===== src/rtl/axi2sram_slave.sv =====
// AXI3 slave bridging single-outstanding bursts onto a synchronous 32-bit SRAM.
module axi2sram_slave #(
    parameter int unsigned MEM_AW = 14
) (
    input  logic              clk,
    input  logic              resetn,
    // read address channel
    input  logic [3:0]        arid,
    input  logic [31:0]       araddr,
    input  logic [7:0]        arlen,
    input  logic [2:0]        arsize,
    input  logic [1:0]        arburst,
    input  logic [1:0]        arlock,
    input  logic [3:0]        arcache,
    input  logic [2:0]        arprot,
    input  logic              arvalid,
    output logic              arready,
    // read data channel
    output logic [3:0]        rid,
    output logic [31:0]       rdata,
    output logic [1:0]        rresp,
    output logic              rlast,
    output logic              rvalid,
    input  logic              rready,
    // write address channel
    input  logic [3:0]        awid,
    input  logic [31:0]       awaddr,
    input  logic [7:0]        awlen,
    input  logic [2:0]        awsize,
    input  logic [1:0]        awburst,
    input  logic [1:0]        awlock,
    input  logic [3:0]        awcache,
    input  logic [2:0]        awprot,
    input  logic              awvalid,
    output logic              awready,
    // write data channel
    input  logic [3:0]        wid,
    input  logic [31:0]       wdata,
    input  logic [3:0]        wstrb,
    input  logic              wlast,
    input  logic              wvalid,
    output logic              wready,
    // write response channel
    output logic [3:0]        bid,
    output logic [1:0]        bresp,
    output logic              bvalid,
    input  logic              bready,
    // SRAM port
    output logic              sram_en,
    output logic [3:0]        sram_we,
    output logic [MEM_AW-1:0] sram_addr,
    output logic [31:0]       sram_wdata,
    input  logic [31:0]       sram_rdata
);

    localparam int unsigned BYTE_AW = MEM_AW + 2;
    localparam logic [1:0]  RESP_OKAY   = 2'b00;
    localparam logic [1:0]  RESP_SLVERR = 2'b10;
    localparam logic [1:0]  BURST_FIXED = 2'b00;

    typedef enum logic [2:0] {
        IDLE     = 3'd0,
        RD_ISSUE = 3'd1,
        RD_RESP  = 3'd2,
        WR_DATA  = 3'd3,
        WR_RESP  = 3'd4
    } state_t;

    state_t      state;
    state_t      state_next;

    logic [3:0]  id_q;
    logic [31:0] addr_q;
    logic [7:0]  len_q;
    logic [1:0]  burst_q;
    logic [7:0]  beat_q;
    logic        oor_q;
    logic        perr_q;
    logic        rd_first_q;
    logic [31:0] rdata_q;

    logic        last_beat;
    logic [31:0] addr_next;

    // sideband fields that this slave deliberately does not interpret
    logic unused_ok;
    assign unused_ok = ^{arsize, arlock, arcache, arprot, awsize, awlock, awcache, awprot,
                         wid, addr_q[31:BYTE_AW], addr_q[1:0]};

    assign last_beat = (beat_q == len_q);
    // FIXED keeps the address; INCR and WRAP step one word, wrapping modulo 2^32
    assign addr_next = (burst_q == BURST_FIXED) ? addr_q : addr_q + 32'd4;

    // state register
    always_ff @(posedge clk or negedge resetn) begin
        if (!resetn) begin
            state <= IDLE;
        end else begin
            state <= state_next;
        end
    end

    // next-state: writes win arbitration in IDLE; bursts run to len with no early exit
    always_comb begin
        state_next = state;
        case (state)
            IDLE: begin
                if (awvalid) begin
                    state_next = WR_DATA;
                end else if (arvalid) begin
                    state_next = RD_ISSUE;
                end
            end
            RD_ISSUE: state_next = RD_RESP;
            RD_RESP: begin
                if (rready) begin
                    state_next = last_beat ? IDLE : RD_ISSUE;
                end
            end
            WR_DATA: begin
                if (wvalid && last_beat) begin
                    state_next = WR_RESP;
                end
            end
            WR_RESP: begin
                if (bready) begin
                    state_next = IDLE;
                end
            end
            default: state_next = IDLE;
        endcase
    end

    // burst context: capture on address handshake, step on each completed beat
    always_ff @(posedge clk or negedge resetn) begin
        if (!resetn) begin
            id_q       <= 4'd0;
            addr_q     <= 32'd0;
            len_q      <= 8'd0;
            burst_q    <= 2'd0;
            beat_q     <= 8'd0;
            oor_q      <= 1'b0;
            perr_q     <= 1'b0;
            rd_first_q <= 1'b0;
            rdata_q    <= 32'd0;
        end else begin
            rd_first_q <= (state == RD_ISSUE);
            if (state == RD_RESP) begin
                rdata_q <= rdata;
            end
            case (state)
                IDLE: begin
                    if (awvalid) begin
                        id_q    <= awid;
                        addr_q  <= awaddr;
                        len_q   <= awlen;
                        burst_q <= awburst;
                        beat_q  <= 8'd0;
                        oor_q   <= |awaddr[31:BYTE_AW];
                        perr_q  <= 1'b0;
                    end else if (arvalid) begin
                        id_q    <= arid;
                        addr_q  <= araddr;
                        len_q   <= arlen;
                        burst_q <= arburst;
                        beat_q  <= 8'd0;
                        oor_q   <= |araddr[31:BYTE_AW];
                        perr_q  <= 1'b0;
                    end
                end
                RD_RESP: begin
                    if (rready && !last_beat) begin
                        beat_q <= beat_q + 8'd1;
                        addr_q <= addr_next;
                    end
                end
                WR_DATA: begin
                    if (wvalid) begin
                        if (wlast != last_beat) begin
                            perr_q <= 1'b1;
                        end
                        if (!last_beat) begin
                            beat_q <= beat_q + 8'd1;
                            addr_q <= addr_next;
                        end
                    end
                end
                default: ;
            endcase
        end
    end

    // outputs decoded from state; first RD_RESP cycle forwards the SRAM word, later cycles replay the held copy
    always_comb begin
        arready    = 1'b0;
        awready    = 1'b0;
        wready     = 1'b0;
        rvalid     = 1'b0;
        rlast      = 1'b0;
        rresp      = RESP_OKAY;
        bvalid     = 1'b0;
        bresp      = RESP_OKAY;
        rid        = id_q;
        bid        = id_q;
        sram_en    = 1'b0;
        sram_we    = 4'b0000;
        sram_wdata = 32'd0;
        sram_addr  = addr_q[BYTE_AW-1:2];
        rdata      = rdata_q;
        if (rd_first_q) begin
            rdata = oor_q ? 32'd0 : sram_rdata;
        end
        case (state)
            IDLE: begin
                awready = resetn;
                arready = resetn & ~awvalid;
            end
            RD_ISSUE: begin
                sram_en = ~oor_q;
            end
            RD_RESP: begin
                rvalid = 1'b1;
                rlast  = last_beat;
                rresp  = oor_q ? RESP_SLVERR : RESP_OKAY;
            end
            WR_DATA: begin
                wready = 1'b1;
                if (wvalid) begin
                    sram_en    = 1'b1;
                    sram_we    = oor_q ? 4'b0000 : wstrb;
                    sram_wdata = wdata;
                end
            end
            WR_RESP: begin
                bvalid = 1'b1;
                bresp  = (oor_q || perr_q) ? RESP_SLVERR : RESP_OKAY;
            end
            default: ;
        endcase
    end

endmodule


===== config.mk =====
export PLATFORM = sky130hd
export DESIGN_NAME = axi2sram_slave
export DESIGN_NICKNAME = d
export VERILOG_FILES = /design/src/rtl/axi2sram_slave.sv
export SDC_FILE = /design/constraint.sdc
export NUM_CORES = 1
export LEC_CHECK = 0
export BUFFER_PORTS_ARGS = -buffer_cell sky130_fd_sc_hd__clkbuf_2
export CORE_UTILIZATION = 30
export CTS_BUF_LIST = sky130_fd_sc_hd__clkbuf_8 sky130_fd_sc_hd__clkbuf_16
export CTS_CLUSTER_SIZE = 10
export DETAILED_ROUTE_END_ITERATION = 16
export GPL_TIMING_DRIVEN = 0
export PLACE_DENSITY = 0.61
export SLEW_MARGIN = 30
export SYNTH_ARGS = -nofsm -noshare
export SYNTH_HDL_FRONTEND = slang
export SYNTH_SLANG_ARGS = --single-unit

===== constraint.sdc =====
create_clock -name clk -period 3.7 [get_ports clk]
set_clock_uncertainty 0.05 [all_clocks]
set_input_delay 0.555 -clock clk [delete_from_list [all_inputs] [get_ports clk]]
set_output_delay 0.555 -clock clk [all_outputs]
set_load 0.01 [all_outputs]

; Word-level counts from Yosys, hierarchy flattened
; Cells that the tools add are included.
[word_totals]
register_bits = 92
input_bits = 196
output_inout_bits = 101
[op_classes]
addsub = 2
eq_ne = 14
mux = 52
bitwise = 3
n_reduce_logical = 15
[op_table]
columns = cell, count
row1 = 32-bit 2-to-1 mux, 10
row2 = 32-bit one-hot mux with 3 select lines, 1
row3 = 8-bit 2-to-1 mux, 7
row4 = 32-bit by 3-bit adder with 32-bit output (second input constant), 1
row5 = 16-bit OR reduction, 2
row6 = 8-bit one-hot mux with 3 select lines, 1
row7 = 4-bit 2-to-1 mux, 5
row8 = 3-bit 2-to-1 mux, 5
row9 = 3-bit one-hot mux with 5 select lines, 1
row10 = 1-bit 2-to-1 mux, 14
row11 = 2-bit 2-to-1 mux, 6
row12 = 2-bit != test (second input constant), 6
row13 = 8-bit by 1-bit adder with 8-bit output (second input constant), 1
row14 = 8-bit equality test, 1
row15 = 4-bit AND reduction, 2
row16 = 3-bit by 2-bit equality test with 1-bit output (second input constant), 2
row17 = 5-bit AND reduction, 1
row18 = 1-bit one-hot mux with 2 select lines, 2
row19 = 2-bit nonzero test, 2
row20 = 3-bit by 1-bit equality test with 1-bit output (second input constant), 1
row21 = 3-bit equality test (second input constant), 1
row22 = 3-bit logical NOT, 1
row23 = 3-bit != test (second input constant), 1
row24 = 3-bit nonzero test, 1
row25 = 9 further kinds, 11

; Depth between registers and ports, before layout
[depth]
word_depth = 5
ltp_mapped = 8

; Least setup slack after synthesis
; Ideal clock, no wire load.
[synth_timing]
path_type = input-to-output
start = in awvalid
end = out arready
arrival_ns = 1.494
t_required_ns = 3.095
slack_ns = 1.601
stages = 4
path_buffers = 3
cell_sequence = buf_4 buf_2 buf_1 nor2b_1
[synth_via]
elab_chain_len = 3
[synth_rtl]
columns = item, line
row1 = from (decl), 34  ; input logic awvalid,
row2 = 1-bit inverter, 216  ; arready = resetn & ~awvalid;
row3 = 1-bit bitwise AND, 216
row4 = 1-bit 2-to-1 mux, 213  ; case (state)
row5 = to (decl), 17  ; output logic arready,
; Every way passes these cells.

; Worst setup path in the final report
[layout_timing]
start = reg state[2]
end = out rvalid
[layout_via]
elab_chain_len = 2
[layout_rtl]
columns = item, line
row1 = from (decl), 69  ; state_t state;
row2 = from (signal assigned), 99  ; state <= state_next;
row3 = 3-bit by 2-bit equality test with 1-bit output, 213
row4 = 1-bit 2-to-1 mux, 213
row5 = to (decl), 23  ; output logic rvalid,
; Every way passes these cells.

==> impl_summary.log <==
INFO  metric cp_data_arrival_time = 2.46 ns
INFO  metric startpoint_type = flop
INFO  metric critical_path_maximum_fanout = 10
INFO  metric root_buffer = sky130_fd_sc_hd__clkbuf_16
INFO  metric area_growth = 41.6%
INFO  metric detailedPlace.worstSlack = 0.991 ns
INFO  metric die-height = 125 um
INFO  metric required = 3.09 ns
INFO  metric yosys_warnings = 0
INFO  metric achievable-frequency = 326 MHz
INFO  metric synth_cell_type_count = 48
INFO  metric detailedRoute.firstPassIterationCount = 5
INFO  metric grt_busiest_layer = met2
INFO  metric final_weighted_congestion_in_routability_driven_placement = 0.844
INFO  metric cts_tree = yes
INFO  metric netlist_top_cells_count = sky130_fd_sc_hd__nand2_1, sky130_fd_sc_hd__o21ai_0, sky130_fd_sc_hd__dfrtp_1
INFO  metric cts_hold_repair.buffers = 0
INFO  metric power.static_leakage = 3.22 nW
INFO  metric yosys-top-cells-area = sky130_fd_sc_hd__dfrtp_1, sky130_fd_sc_hd__o21ai_0, sky130_fd_sc_hd__nand2_1
INFO  metric grt_overflow = 0
INFO  metric ys_dominant_reg_cell = sky130_fd_sc_hd__dfrtp_1
INFO  metric grt_use_met3 = 4.08%
INFO  metric globalRouteMet1Util = 24.5%
INFO  metric final_period_minus_worst_setup_slack = 3.06 ns
INFO  metric syn_area = 4510 sq um
INFO  metric htree_levels = 3
INFO  metric port_buffers = 261
INFO  metric fp.coreArea = 14,600 sq um
INFO  metric maxSlewViolCount = 0
INFO  metric fillers = 1,498
INFO  metric floorplan.initialDensity = 30.9%
INFO  metric die_w = 125 um
INFO  metric wl_per_cell = 14.0 um
INFO  metric tritoncts.num_buffers = 9
INFO  metric final.setup.worst_slack = 0.637 ns
INFO  metric globalRouteTotalUtil = 18.1%
INFO  metric peakVddDrop = 0.272 mV
INFO  metric drt_antenna_net_count = 0
INFO  metric grt_start_max_net_pins = 76
INFO  metric hpwl = 11,200 um
INFO  metric finalCritPeriodShare = 82.8%
INFO  metric timing.max_cap.violations = 0
INFO  metric die_area = 15,500 sq um
INFO  metric critical_path_class = flop to primary output
INFO  metric detailedRoute.firstIterationViolations = 258
INFO  metric number_of_synthesized_flops_with_an_enable_pin = 0
INFO  metric drt-vias-per-instance = 4.76
INFO  metric antenna_found_initial = 0
INFO  metric i_o_pins = 297
INFO  metric synth.yosys.seq_area_share = 41.1%
INFO  metric grt_setup_unrepaired = false
INFO  metric insertion_delay = 0.34 ns
INFO  metric power_per_unit_of_standard_cell_area = 759 nW/um^2
INFO  metric cts.reportedPaths.clkPinSlew = 0.06 ns
INFO  metric clkSinkCount = 74
INFO  metric routed_wl = 14,300 um
INFO  metric antenna-diode-count = 0
INFO  metric dr_total_vias = 4,855
INFO  metric synth.avg_cell_area = 8.08 sq um
INFO  metric hold_class = input pin to asynchronous set/reset pin
INFO  metric synth.top_cell.area_share = 41.1%
INFO  metric std_cell_rows = 44
INFO  metric slew_at_the_pin_closest_to_its_max_slew_limit = 0.839 ns
INFO  metric cts.repair.resized = 0
INFO  metric layout-drive-gt1-share = 35.8%
INFO  metric clock_tree.buffer_depth = 2
INFO  metric nNetsFinal = 1,029
INFO  metric grt_pass1_wl = 22,700 um
INFO  metric timing.final.hold_violations = 0
INFO  metric cp-end-kind = primary output
INFO  metric worst_slew_margin_rel = 43.5%
INFO  metric synth_largest_area_cell = sky130_fd_sc_hd__dfrtp_1
INFO  metric grtUsageMet2 = 29.2%
INFO  metric synth.most_common_cell = sky130_fd_sc_hd__nand2_1
INFO  metric netlist_instances = 558
INFO  metric vias_in_the_first_global_route = 4,435
INFO  metric status = complete, no violations
INFO  metric cts_setup_buffers = 0
INFO  metric post-route-drc-count = 0
INFO  metric final_setup_tns = 0 ns
INFO  metric report.final.setup_viol = 0
INFO  metric asyncSetResetFlopFracSynth = 100%
INFO  metric yosys_register_bits = 74
-- per-stage QoR --
stage / std cells / util, % / hold WS, ns / power [mW] / instance area [sq um]
6_report: 1020 / 43.8 / 0.138 / 4.84 / 6380
5_1_grt: 1020 / 43.8 / 0.238 / 5.22 / 6380
4_1_cts: 1020 / 43.8 / 0.209 / 4.87 / 6380
3_5_place_dp: 1004 / 41.5 / 0.425 / 3.89 / 6060
3_3_place_gp: 1004 / 41.5 / 0.411 / 3.86 / 6050
2_1_floorplan: 559 / - / 0.209 / 2.93 / 4510
-- where the power goes --
group | internal [mW] | total (mW) | leakage (nW) | switching (mW)
Clock | 0.596 | 0.961 | 0.153 | 0.365
Sequential | 1.16 | 1.40 | 0.943 | 0.240
Combinational | 0.960 | 2.48 | 2.13 | 1.52
Total | 2.71 | 4.84 | 3.22 | 2.13
-- cells by family after synthesis --
kind of cell	count (synthesis)	share of synthesized area [%]
mux	26	5.88
other cells	1	0.0832
buf+inv	82	7.66
flops	74	41.1
simple gates	204	22.0
compound gates	160	21.0
fa+ha+maj	2	0.555
xor+xnor	9	1.75
-- cell usage in the layout, fill, tap and decap left out, types with 3 or more instances in the layout --
master                      netlist  final
sky130_fd_sc_hd__a21oi_1         26     26
sky130_fd_sc_hd__mux2_2           4      4
sky130_fd_sc_hd__a211oi_1         5      5
sky130_fd_sc_hd__nor2b_1         11     11
sky130_fd_sc_hd__or4_1            3      3
sky130_fd_sc_hd__nand4_1          6      6
sky130_fd_sc_hd__xnor2_1          9      9
sky130_fd_sc_hd__buf_4            8      8
sky130_fd_sc_hd__o22a_1          10     10
sky130_fd_sc_hd__mux2i_1         22     22
sky130_fd_sc_hd__clkbuf_16        0      9
sky130_fd_sc_hd__nor2_1          16     16
sky130_fd_sc_hd__inv_1           40     40
sky130_fd_sc_hd__and2_1          34     34
sky130_fd_sc_hd__clkbuf_1        26     26
sky130_fd_sc_hd__o21a_1           3      3
sky130_fd_sc_hd__nand3_1          8      8
sky130_fd_sc_hd__and3_1           8      8
sky130_fd_sc_hd__o31ai_1          4      4
sky130_fd_sc_hd__nand2_1         94     94
sky130_fd_sc_hd__nor3_1           8      8
sky130_fd_sc_hd__clkbuf_2         0    260
sky130_fd_sc_hd__buf_2            6      6
sky130_fd_sc_hd__o21ai_0         87     87
sky130_fd_sc_hd__dfrtp_1         74     74
sky130_fd_sc_hd__a31oi_1          9      9
sky130_fd_sc_hd__nor4_1           8      8
-- flip-flops by register name, indices dropped and copies added (netlist names) --
signal / cells
perr_q: 1
oor_q: 1
rd_first_q: 1
addr_q: 14
bid: 4
beat_q: 8
rdata_q: 32
len_q: 8
state: 3
burst_q: 2
-- worst paths after layout --
kind                                 start     endpoint  slack (ns)  cells after the start
worst max register to register    state[2]  rdata_q[12]        1.42                      7
max in group asynchronous           resetn    beat_q[6]        2.97                      1
worst min register to register  burst_q[1]   burst_q[1]        0.44                      2
worst min-delay path                resetn   rdata_q[0]        0.14                      1
worst max-delay path              state[2]       rvalid        0.64                      6
min in group clk                burst_q[1]   burst_q[1]        0.44                      2
-- layer usage --
layer,vias to the layer above,routed length [um]
li1,2459,-
met1,2176,6550
met2,206,6660
met3,14,930
met4,0,168
met5,-,0
-- layout make-up --
type                            instances  area (sq um)  area share (%)
Inverter                               40           150            2.35
Buffer                                 42           195            3.06
Sequential cell                        74          1850            29.0
Tap cell                              184           230            3.61
Clock buffer                            9           225            3.53
Timing Repair Buffer                  261          1320            20.6
Multi-Input combinational cell        403          2320            36.3
Clock inverter                          7           101            1.59
-- worst max-delay path: stages, from the launching register on --
cell	delay, ns
sky130_fd_sc_hd__dfrtp_1	0.35
sky130_fd_sc_hd__buf_2	0.18
sky130_fd_sc_hd__nand2b_1	0.15
sky130_fd_sc_hd__clkbuf_1	0.18
sky130_fd_sc_hd__nor2_1	0.65
sky130_fd_sc_hd__clkbuf_1	0.39
sky130_fd_sc_hd__clkbuf_2	0.21
Power figures use the tool's default switching activity.
